<file path="src/rtl/cic_interp_iq_param.sv">
// rtl/cic_interp_iq_param.sv - parametrised I/Q CIC interpolator with runtime rate, shift, round and saturate
// Ports:
//   clk, rst_n        clock, asynchronous active-low reset
//   clr               synchronous flush of comb/integrator state, phase and ovf
//   rate_i            interpolation rate R (clamped to 2..RMAX, sampled at accept)
//   shift_i           arithmetic right shift applied to the integrator output
//   gain_i            signed Q1.15 gain trim, only used when CIC_GAIN_COMP_EN is defined
//   s_valid/s_ready   input handshake, s_real/s_imag input I/Q pair
//   m_valid/m_ready   output handshake, m_real/m_imag output I/Q pair
//   ovf               sticky saturation flag
// Optional feature macro: CIC_GAIN_COMP_EN (adds a registered Q1.15 gain stage, latency 3 instead of 2)
module cic_interp_iq_param #(
    parameter int DW   = 16,
    parameter int N    = 3,
    parameter int RMAX = 16,
    localparam int RW  = $clog2(RMAX + 1),
    localparam int IW  = DW + N * $clog2(RMAX)
) (
    input  logic                 clk,
    input  logic                 rst_n,
    input  logic                 clr,
    input  logic [RW-1:0]        rate_i,
    input  logic [4:0]           shift_i,
    input  logic signed [15:0]   gain_i,
    input  logic                 s_valid,
    output logic                 s_ready,
    input  logic signed [DW-1:0] s_real,
    input  logic signed [DW-1:0] s_imag,
    output logic                 m_valid,
    input  logic                 m_ready,
    output logic signed [DW-1:0] m_real,
    output logic signed [DW-1:0] m_imag,
    output logic                 ovf
);
    // SW holds a shifted+rounded accumulator (one bit of headroom for the rounding add),
    // PW holds that value times a 16-bit gain before the final saturation.
    localparam int SW = IW + 1;
    localparam int PW = SW + 16;
    localparam logic signed [PW-1:0] SMAX = {{(PW-DW+1){1'b0}}, {(DW-1){1'b1}}};
    localparam logic signed [PW-1:0] SMIN = {{(PW-DW+1){1'b1}}, {(DW-1){1'b0}}};

    typedef enum logic {IDLE, RUN} state_t;

    state_t                state, state_nxt;
    logic                  live;
    logic [RW-1:0]         rate_q, rate_c, p;
    logic                  stall, accept, adv, last, ld;
    logic signed [IW-1:0]  cd  [2][N];
    logic signed [IW-1:0]  co  [2];
    logic signed [IW-1:0]  ig  [2][N];
    logic signed [IW-1:0]  cs  [2][N+1];
    logic signed [IW-1:0]  ign [2][N];
    logic signed [IW-1:0]  inj [2];
    logic signed [SW-1:0]  shv [2];
    logic signed [PW-1:0]  pre [2];

    // Round half-up then arithmetic shift; computed wide so 2^(sh-1) never overflows.
    function automatic logic signed [SW-1:0] scale(input logic signed [IW-1:0] acc, input logic [4:0] sh);
        logic signed [IW+32:0] ext, rnd;
        ext = {{33{acc[IW-1]}}, acc};
        rnd = (sh == 5'd0) ? '0 : ({{IW{1'b0}}, 33'd1} << (sh - 5'd1));
        return SW'((ext + rnd) >>> sh);
    endfunction

    function automatic logic signed [PW-1:0] widen(input logic signed [SW-1:0] v);
        return {{16{v[SW-1]}}, v};
    endfunction

    function automatic logic oor(input logic signed [PW-1:0] x);
        return (x > SMAX) || (x < SMIN);
    endfunction

    function automatic logic signed [DW-1:0] clip(input logic signed [PW-1:0] x);
        if (x > SMAX) return SMAX[DW-1:0];
        if (x < SMIN) return SMIN[DW-1:0];
        return x[DW-1:0];
    endfunction

    assign stall  = m_valid & ~m_ready;
    assign accept = s_valid & s_ready;

    always_comb begin
        rate_c = rate_i;
        if (rate_i < RW'(2))         rate_c = RW'(2);
        else if (rate_i > RW'(RMAX)) rate_c = RW'(RMAX);
    end

    // Combs at input rate, then the integrator cascade (each stage sees the
    // freshly updated value of the previous one, so there is no per-stage delay).
    always_comb begin
        cs[0][0] = {{(IW-DW){s_real[DW-1]}}, s_real};
        cs[1][0] = {{(IW-DW){s_imag[DW-1]}}, s_imag};
        for (int c = 0; c < 2; c++) begin
            for (int k = 0; k < N; k++) cs[c][k+1] = cs[c][k] - cd[c][k];
            inj[c]    = (p == '0) ? co[c] : '0;
            ign[c][0] = ig[c][0] + inj[c];
            for (int k = 1; k < N; k++) ign[c][k] = ig[c][k] + ign[c][k-1];
            shv[c] = scale(ign[c][N-1], shift_i);
        end
    end

    always_ff @(posedge clk or negedge rst_n) begin
        if (!rst_n) state <= IDLE;
        else        state <= state_nxt;
    end

    always_comb begin
        state_nxt = state;
        s_ready   = 1'b0;
        adv       = 1'b0;
        last      = (p == rate_q - RW'(1));
        case (state)
            IDLE: begin
                s_ready = live & ~stall;
                if (s_valid && s_ready) state_nxt = RUN;
            end
            RUN: begin
                adv     = ~stall;
                s_ready = live & ~stall & last;
                if (adv && last && !(s_valid && s_ready)) state_nxt = IDLE;
            end
        endcase
        if (clr) state_nxt = IDLE;
    end

    always_ff @(posedge clk or negedge rst_n) begin
        if (!rst_n) begin
            live   <= 1'b0;
            rate_q <= '0;
            p      <= '0;
            for (int c = 0; c < 2; c++) begin
                co[c] <= '0;
                for (int k = 0; k < N; k++) begin
                    cd[c][k] <= '0;
                    ig[c][k] <= '0;
                end
            end
        end else if (clr) begin
            live <= 1'b1;
            p    <= '0;
            for (int c = 0; c < 2; c++) begin
                co[c] <= '0;
                for (int k = 0; k < N; k++) begin
                    cd[c][k] <= '0;
                    ig[c][k] <= '0;
                end
            end
        end else begin
            live <= 1'b1;
            // accept and adv both already imply no stall
            if (accept) begin
                rate_q <= rate_c;
                p      <= '0;
                for (int c = 0; c < 2; c++) begin
                    co[c] <= cs[c][N];
                    for (int k = 0; k < N; k++) cd[c][k] <= cs[c][k];
                end
            end
            if (adv) begin
                for (int c = 0; c < 2; c++)
                    for (int k = 0; k < N; k++) ig[c][k] <= ign[c][k];
                if (!accept) p <= last ? '0 : p + RW'(1);
            end
        end
    end

`ifdef CIC_GAIN_COMP_EN
    logic                 v1;
    logic signed [SW-1:0] shq [2];

    always_ff @(posedge clk or negedge rst_n) begin
        if (!rst_n) begin
            v1     <= 1'b0;
            shq[0] <= '0;
            shq[1] <= '0;
        end else if (clr) begin
            v1     <= 1'b0;
            shq[0] <= '0;
            shq[1] <= '0;
        end else if (!stall) begin
            v1 <= adv;
            if (adv) begin
                shq[0] <= shv[0];
                shq[1] <= shv[1];
            end
        end
    end

    // Q1.15 multiply, round half-up back to integer scale; saturation follows in the output stage.
    always_comb begin
        for (int c = 0; c < 2; c++)
            pre[c] = ((PW'(shq[c]) * PW'(gain_i)) + PW'(16384)) >>> 15;
    end
    assign ld = v1;
`else
    logic unused_gain;
    assign unused_gain = ^gain_i;

    always_comb begin
        for (int c = 0; c < 2; c++) pre[c] = widen(shv[c]);
    end
    assign ld = adv;
`endif

    always_ff @(posedge clk or negedge rst_n) begin
        if (!rst_n) begin
            m_valid <= 1'b0;
            m_real  <= '0;
            m_imag  <= '0;
            ovf     <= 1'b0;
        end else if (clr) begin
            m_valid <= 1'b0;
            m_real  <= '0;
            m_imag  <= '0;
            ovf     <= 1'b0;
        end else if (!stall) begin
            m_valid <= ld;
            if (ld) begin
                m_real <= clip(pre[0]);
                m_imag <= clip(pre[1]);
                ovf    <= ovf | oor(pre[0]) | oor(pre[1]);
            end
        end
    end
endmodule

</file>
<file path="config.mk">
export PLATFORM = sky130hd
export DESIGN_NAME = cic_interp_iq_param
export DESIGN_NICKNAME = d
export VERILOG_FILES = /design/src/rtl/cic_interp_iq_param.sv
export SDC_FILE = /design/constraint.sdc
export NUM_CORES = 1
export LEC_CHECK = 0
export BUFFER_PORTS_ARGS = -buffer_cell sky130_fd_sc_hd__buf_2
export CORE_UTILIZATION = 30
export DETAILED_ROUTE_END_ITERATION = 10
export RECOVER_POWER = 100
export SETUP_SLACK_MARGIN = 0.02
export SYNTH_ARGS = -nofsm -noshare
export SYNTH_HDL_FRONTEND = slang
export SYNTH_SLANG_ARGS = --single-unit
</file>
<file path="constraint.sdc">
create_clock -name clk -period 12.4 [get_ports clk]
set_input_delay 0.62 -clock clk [delete_from_list [all_inputs] [get_ports clk]]
set_output_delay 0.62 -clock clk [all_outputs]
set_load 0.02 [all_outputs]
</file>
# == Word-level counts from Yosys, hierarchy flattened ==
# Cells that the tools add are included.
# word_totals
wordCells,132
in_bits,63
reg_bits,438
ramBits,0
n_memories,0
mem_bits_ro,0
latchBits,0
output_inout_bits,35
# op_classes
n_div,0
addsub,17
shifts,3
mux,59
n_lt_le_gt_ge,6
reduce_logical,13
n_bitwise,10
n_eq_ne,2
mul,0
# ops
op,n
168-bit two-way mux,4
16-bit two-way mux,14
28-bit adder,6
28-bit by 61-bit adder with 61-bit output,2
61-bit by 5-bit >>> shifter with 29-bit output,2
56-bit two-way mux,2
28-bit subtractor,4
61-bit two-way mux,1
"1-bit by 5-bit left shift with 61-bit output, first input constant",1
"29-bit by 16-bit > comparator with 1-bit output, second input constant",2
"29-bit by 16-bit less-than comparator with 1-bit output, second input constant",2
28-bit two-way mux,2
16-bit by 28-bit subtractor with 28-bit output,2
5-bit two-way mux,7
1-bit two-way mux,27
5-bit zero test,2
"5-bit by 1-bit subtractor with 5-bit output, second input constant",2
"5-bit by 1-bit adder with 5-bit output, second input constant",1
5-bit == test,1
"5-bit > comparator, second input constant",1
"5-bit by 2-bit less-than comparator with 1-bit output, second input constant",1
1-bit AND,4
1-bit logical AND,4
1-bit inverter,4
other kinds (7),12

# == Logic depth before layout (Yosys ltp) ==
# Gate-level depths: netlist of run 1.
# depth
word_depth,21
mapped_depth,64
ltp_nobuf,58

# == Worst setup path before layout of run 1 ==
# OpenSTA, ideal clock, no wires.
# synth_timing
path_type,register to register
startpoint,reg p[0]
endpoint,reg m_real[10]
period_less_slack_ps,11794
t_required_ps,12323
slack_ps,606
arrival_ps,11717
setup_time_ps,77
n_path_buf,5
stages_incl_launch_ff,62
path_cell_list,dfrtp_1 -> inv_1 -> ha_1 -> nor4b_1 -> clkbuf_1 -> clkbuf_1 -> and2_1 -> ha_1 -> inv_1 -> fa_1 -> nor2b_1 -> o21ai_0 -> a21boi_0 -> o21ai_0 -> a21boi_0 -> o21ai_0 -> a21boi_0 -> o21ai_0 -> (+26 left out) -> clkbuf_1 -> nor2b_1 -> o21ai_0 -> nand2b_1 -> a21oi_1 -> o31a_1 -> o21ai_0 -> nor2_1 -> nand3_1 -> o31ai_1 -> a221o_1 -> o211a_1 -> or3b_2 -> or4_1 -> o41a_1 -> buf_2 -> or2_1 -> a21oi_1
# synth_between
elab_chain_cells,18
elab_cells_between_ends,24
cone_classes,add/sub: 4; order compare: 2; shift: 1; mux: 16; reduce/logical: 1
# synth_rtl
item,line_no,text
"start, declared",46,"logic [RW-1:0] rate_q, rate_c, p;"
"start signal, assigned",162,if (!accept) p <= last ? '0 : p + RW'(1);
5-bit zero test *,95,inj[c] = (p == '0) ? co[c] : '0;
28-bit two-way mux *,95,
28-bit adder *,96,ign[c][0] = ig[c][0] + inj[c];
28-bit adder * (2 in a row),97,for (int k = 1; k < N; k++) ign[c][k] = ig[c][k] + ign[c][k-1];
28-bit by 61-bit adder with 61-bit output *,62,return SW'((ext + rnd) >>> sh);
61-bit by 5-bit >>> shifter with 29-bit output *,62,
29-bit by 16-bit less-than comparator with 1-bit output,75,if (x < SMIN) return SMIN[DW-1:0];
1-bit two-way mux (2 in a row),75,
1-bit two-way mux,218,if (ld) begin
1-bit two-way mux,216,end else if (!stall) begin
1-bit two-way mux,211,end else if (clr) begin
16-bit two-way mux,76,return x[DW-1:0];
16-bit two-way mux *,75,
16-bit two-way mux *,218,
16-bit two-way mux *,216,
16-bit two-way mux *,211,
"end signal, assigned",219,m_real <= clip(pre[0]);
"end, declared",31,"output logic signed [DW-1:0] m_real,"
# Mark *: on every way between the ends. The rest lies on a longest branch, timed or not. The select of a mux whose other input is x is not followed.
# A chain may end at the register's enable or synchronous reset.

# == Worst setup path after layout of run 1 ==
# Ends and elaborated chain as after synthesis.

==> impl_metrics.yaml, run 1 <==
routing:
  wl_microns: 110000
  vias_per_cell: 5.17
  first_iter_violations: 2497
  drc: 0
  drtPass1Iterations: 5
  detail_route.wl_per_cell_microns: 15.7
  ant_nets: 0
  vias: 36100
critical_path:
  arrival_ps: 12210
  worst_setup_path_start_kind: "register"
  worst_path_most_repeated_cell: "ha_1"
  cp_top_family: "compound AO/OA/AOI/OAI gates"
  crit_buf_inv: 7
  crit_type: "register to register"
  cp_slowest_stage_delay_ps: 580
  worstPathRequired_ps: 12940
  cp_max_fo: 14
  cp-end-kind: "register"
  crit_slowest_cell: "or4_4"
synth:
  syn_inst: 5105
  ys_types: 99
  async_reset_ff_share_pct: 100
  synth_seq_area_share_pct: 26.8
  ys.flop_type: "dfrtp_1"
  yosysWarnings: 0
  netlist_area_sq_um: 38700
  ys_ff_latch: 414
  synth-edff-count: 0
  syn-mean-instance-area_sq_um: 7.58
floorplan:
  die_h_microns: 361
  io-pin-count: 98
  dieArea_sq_um: 130000
  initial_core_util_pct: 30.3
  dieWidth_microns: 361
  num_rows: 131
  core-area_sq_um: 128000
cells_and_area:
  ff_latch_area_sq_um: 10400
  insertedDiodeCount: 0
  final_util_pct: 34.7
  drive_above_1_share_pct: 9.21
  nNetsFinal: 5726
  final_cells: 6982
  multi_input_area_sq_um: 26500
  fillers: 13500
  area_growth_pct: 14.5
placement:
  io_buffers: 81
  place.gp.congestion: 0.927
  placedCellCount: 6871
  hpwl_microns: 81700
timing:
  fin_skew_ps: 39.6
  min_period_ps: 11670
  slew_headroom_pct: -264
  setup-violations-final: 0
  worst_pin_slew_ps: 5460
  final-hold-violation-count: 0
  drv_slew: 760
  fmax_mhz: 85.7
  fin_crit_sh_pct: 94.1
hold_path:
  hp-class: "input pin to register"
clock_tree:
  cts_buffers: 55
  cts.htree.levels: 2
  clock_path_buffers: 3
  clock_sinks: 414
  clk_pin_slew_ps: 60
  cts_tree: "done"
  cts_root_buf: "clkbuf_16"
  clock_latency_ps: 650
global_routing:
  grt_usage_pct: 16.4
  overflow: 0
  grt_start_max_net_pins: 103
  grt_pass1_vias: 34200
  grt_pass1_wl_microns: 179000
  antenna_found_initial: 2
status:
  status: "finished, violations left"
  violations: "capacitance limit, slew limit"
power:
  irDropWorstVdd_mv: 0.128
  power.density_nw_per_um2: 149
  power_leakage_nw: 20.5
flow_run:
  max_cap_viol_count: 12
cells in the final DEF (no fill, tap or decap), types with 28 or more instances in the layout:
cell type | netlist | routed
clkbuf_1 | 191 | 59
nor2_1 | 413 | 409
o21ai_0 | 331 | 321
nor3_1 | 92 | 90
a21oi_1 | 572 | 568
a21o_1 | 122 | 122
o21a_1 | 40 | 40
xnor2_1 | 198 | 195
buf_4 | 1 | 240
buf_2 | 1 | 44
nand2_1 | 879 | 878
a21boi_0 | 60 | 49
and3_1 | 34 | 33
o31ai_1 | 28 | 28
xor2_1 | 77 | 76
ha_1 | 373 | 372
or3_1 | 44 | 43
nand2b_1 | 50 | 49
a31oi_1 | 40 | 39
nand3_1 | 87 | 87
nor2b_1 | 45 | 45
and2_1 | 82 | 81
clkbuf_16 | 0 | 55
a211oi_1 | 76 | 74
dfrtp_1 | 414 | 414
inv_1 | 318 | 315
mux2i_1 | 75 | 73
kinds of logic after synthesis:
| logic type | Yosys count | share of synthesized area [%] |
|---|---|---|
| XOR/XNOR | 276 | 6.28 |
| AND/OR/NAND/NOR | 1834 | 21.0 |
| buffers and inverters | 548 | 5.35 |
| multiplexers | 105 | 3.17 |
| other | 2 | 0.0194 |
| AO/OA/AOI/OAI | 1539 | 24.6 |
| flip-flops | 414 | 26.8 |
| adder cells (fa/ha/maj) | 387 | 12.8 |
area by class of cell:
type	instances	share of cell area, %
well taps	1662	4.69
repair buffers	339	5.12
inverters	320	2.71
clock buffers	78	3.62
flip-flops and latches	414	23.4
multi-input cells	4146	59.8
clock inverters	23	0.677
synth_stat cells, drive strengths merged, types with 15 or more instances:
cell type    n  area, sq um
o22ai       18          119
mux2i       75          751
ha         373         4670
a31oi       40          250
o31ai       28          210
a21o       122          916
nand2      880         3310
xor2        77          674
o211ai      24          190
nor3        92          460
nand2b      50          313
and2        82          513
nor2b       45          282
dfrtp      414        10400
and3        34          213
nand3       87          435
a21boi      61          458
mux2        18          206
o21bai      23          173
a211oi      76          571
nor3b       17          139
or2         17          106
a221o       15          150
clkbuf     191          717
a21oi      572         2860
nand4       21          131
nor2       414         1560
xnor2      198         1730
inv        320         1200
o21a        40          300
or3         44          275
buf         37          151
a211o       22          194
o21ai      346         1740
stage by stage:
stage	hold slack, ps	setup WS, ps	instance area [sq um]	power [mW]	setup TNS [ps]
after global routing	202	-233	44300	7.11	-2800
final	208	731	44300	6.62	0
after CTS	167	170	44200	6.64	0
after detailed placement	464	290	42300	4.93	0
after floorplan	324	606	38700	3.96	0
after global placement	455	296	42300	4.88	0
worst min-delay path: stages:
cell	delay (ps)
buf_2	110
nand2_1	50
a21oi_1	50
repair_timing:
item                       in CTS  in global routing
setup endpoints to repair       0                 32
gates resized for setup         0                 67
hold buffers                    1                  0
hold endpoints to repair       57                  0
buffers inserted                0                  8
state kept, by name, summed over array words and instances, names as in the netlist:
| name | cells |
|---|---|
| co | 56 |
| m_real | 16 |
| m_imag | 16 |
| ovf | 1 |
| state | 1 |
| p | 5 |
| rate_q | 5 |
| m_valid | 1 |
| live | 1 |
| cd | 144 |
| ig | 168 |
layer usage:
layer / up-vias / global-route usage (%) / routed length [microns]
li1: 18300 / - / -
met5: - / 0 / 0
met3: 146 / 1.41 / 3770
met2: 612 / 27.8 / 51100
met4: 0 / 4.81 / 2860
met1: 17100 / 22.1 / 52100
power by group:
group          leakage, nW  total [mW]  switching [mW]  internal, mW
Sequential            5.68        1.54          0.0625          1.47
Combinational         13.9        3.43            2.01          1.41
Clock                0.925        1.66           0.655          1.00
path summary, 6_finish.rpt:
check / slack (ps) / endpoint / cells after the start / from
max in group asynchronous: 3050 / ig[120]$_DFFE_PN0P_ / 5 / rst_n
worst min-delay path: 210 / cd[140]$_DFFE_PN0P_ / 3 / s_real[0]
worst max register to register: 730 / m_real[10]$_DFFE_PN0P_ / 54 / p[0]$_DFF_PN0_
min in group asynchronous: 2170 / cd[65]$_DFFE_PN0P_ / 2 / rst_n
worst min register to register: 470 / co[51]$_DFFE_PN0P_ / 2 / co[51]$_DFFE_PN0P_
worst max-delay path: 730 / m_real[10]$_DFFE_PN0P_ / 54 / p[0]$_DFF_PN0_
Power figures use the tool's default switching activity.
==> run 2: changes to the inputs <==
CORE_ASPECT_RATIO = 2   (was unset)
==> run 2 against run 1 <==
Cell area is 1.5% lower. Power is 4.5% lower. The flow still finishes with violations (capacitance limit, slew limit). Critical path type unchanged. Worst hold slack worse by 0.66 ps. Highest routed layer unchanged.
==> impl_metrics.yaml, run 2 (synthesis gave the netlist of run 1 again) <==
timing:
  slew_headroom_pct: -293
  fin_crit_sh_pct: 93.8
  worst_pin_slew_ps: 5900
  setup-violations-final: 0
  final-hold-violation-count: 0
  min_period_ps: 11640
  holdWs_ps: 208
  fin_skew_ps: 40.8
  fmax_mhz: 85.9
  drv_slew: 735
status:
  status: "finished, violations left"
  violations: "capacitance limit, slew limit"
critical_path:
  arrival_ps: 12170
  crit_buf_inv: 10
  cp_max_fo: 6
  cp_slowest_stage_delay_ps: 520
  cp-end-kind: "register"
  crit_type: "register to register"
  crit_slowest_cell: "a211oi_1"
  worst_path_most_repeated_cell: "buf_4"
  worstPathRequired_ps: 12930
  worst_setup_path_start_kind: "register"
  cp_top_family: "compound AO/OA/AOI/OAI gates"
placement:
  io_buffers: 81
  hpwl_microns: 89300
  place.gp.congestion: 0.954
floorplan:
  core-area_sq_um: 128000
  die_h_microns: 510
  io-pin-count: 98
  dieArea_sq_um: 131000
  initial_core_util_pct: 30.2
  dieWidth_microns: 256
  num_rows: 186
routing:
  drc: 0
  detail_route.wl_per_cell_microns: 16.9
  wl_microns: 118000
  vias_per_cell: 5.22
  ant_nets: 0
  vias: 36300
  first_iter_violations: 1949
  drtPass1Iterations: 6
clock_tree:
  cts.htree.levels: 2
  clock_latency_ps: 660
  clock_path_buffers: 3
  cts_tree: "done"
  clock_sinks: 414
  clk_pin_slew_ps: 60
  cts_root_buf: "clkbuf_16"
  cts_hold_repair.buffers: 0
  cts_buffers: 45
power:
  irDropWorstVdd_mv: 0.105
  power.share.switching_pct: 42.5
  power_leakage_nw: 20.1
  seqPwrFrac_pct: 24.2
  power.density_nw_per_um2: 145
  comb_power_share_pct: 53.2
  intPower_mw: 3.63
  pwr-share-clk_pct: 22.6
  power_mw: 6.32
  netSwitchingPower_mw: 2.69
cells_and_area:
  area_growth_pct: 12.8
  layout_common_cells: "nand2_1 (877), a21oi_1 (566), dfrtp_1 (414)"
  final_util_pct: 34.0
  regMostFlops: "ig"
  drive_above_1_share_pct: 8.15
  final_common_cell: "nand2_1"
  largest_reg_flops: 168
  nNetsFinal: 5673
  reg_top3: "ig (168), cd (144), co (56)"
global_routing:
  overflow: 0
  antenna_found_initial: 2
  grt_usage_pct: 17.8
  grt_pass1_wl_microns: 188000
  grt_pass1_vias: 36800
  grt_start_max_net_pins: 154
flow_run:
  max_cap_viol_count: 11
hold_path:
  hp-class: "input pin to register"
## run 2: cell type report
| type | count | area, sq um |
|---|---|---|
| Clock buffer | 61 | 1260 |
| Multi-Input combinational cell | 4146 | 26500 |
| Antenna cell | 1 | 2.50 |
| Timing Repair Buffer | 296 | 1970 |
| Fill cell | 13600 | 84600 |
| Clock inverter | 17 | 258 |
| Tap cell | 1692 | 2120 |
| Sequential cell | 414 | 10400 |
| Inverter | 320 | 1200 |
## run 2: power by group through the flow
| stage | clock network, mW | logic [mW] | registers, mW |
|---|---|---|---|
| after floorplan | 0 | 2.41 | 1.56 |
| after global placement | 0 | 3.28 | 1.55 |
| after detailed placement | 0 | 3.33 | 1.56 |
| after CTS | 1.48 | 3.34 | 1.53 |
| after global routing | 1.52 | 3.74 | 1.55 |
| final | 1.43 | 3.36 | 1.53 |
## run 2: timing repair
item,in CTS,in global routing
hold endpoints to repair,0,0
setup buffers,0,4
cloned,0,0
resized for setup,1,65
endpoints found under the setup margin,23,32
pin swaps,0,8
## run 2: per-stage QoR
stage	cell area, sq um	cells	setup TNS [ps]	worst slack (ps)
floorplan	38700	5108	0	606
global placement	42000	6864	0	182
detailed placement	42000	6864	-25.6	-20.2
CTS	43600	6942	0	36.6
global route	43600	6947	-89.3	-43.8
finish	43600	6947	0	763
## run 2: layer usage
metal	part of all wire [%]	vias up	routed length [microns]	GRT usage (%)
met1	37	17100	43400	17.2
li1	-	18200	-	-
met5	0	-	0	0
met2	53	693	61800	34.6
met3	3.0	310	3510	1.82
met4	7.6	0	8970	12.9
## run 2: worst min-delay path, stage by stage
cell and delay [ps]:
buf_2 110, nand2_1 50, a21oi_1 50
## run 2: final timing paths
check	startpoint	endpoint	slack [ps]	cells after the start
min	s_real[2]	cd[142]$_DFFE_PN0P_	210	3
min in group asynchronous	rst_n	m_real[13]$_DFFE_PN0P_	1880	1
max in group asynchronous	rst_n	cd[2]$_DFFE_PN0P_	2820	4
max	p[0]$_DFF_PN0_	m_real[4]$_DFFE_PN0P_	760	54
max reg2reg	p[0]$_DFF_PN0_	m_real[4]$_DFFE_PN0P_	760	54
min reg2reg	co[54]$_DFFE_PN0P_	co[54]$_DFFE_PN0P_	470	2
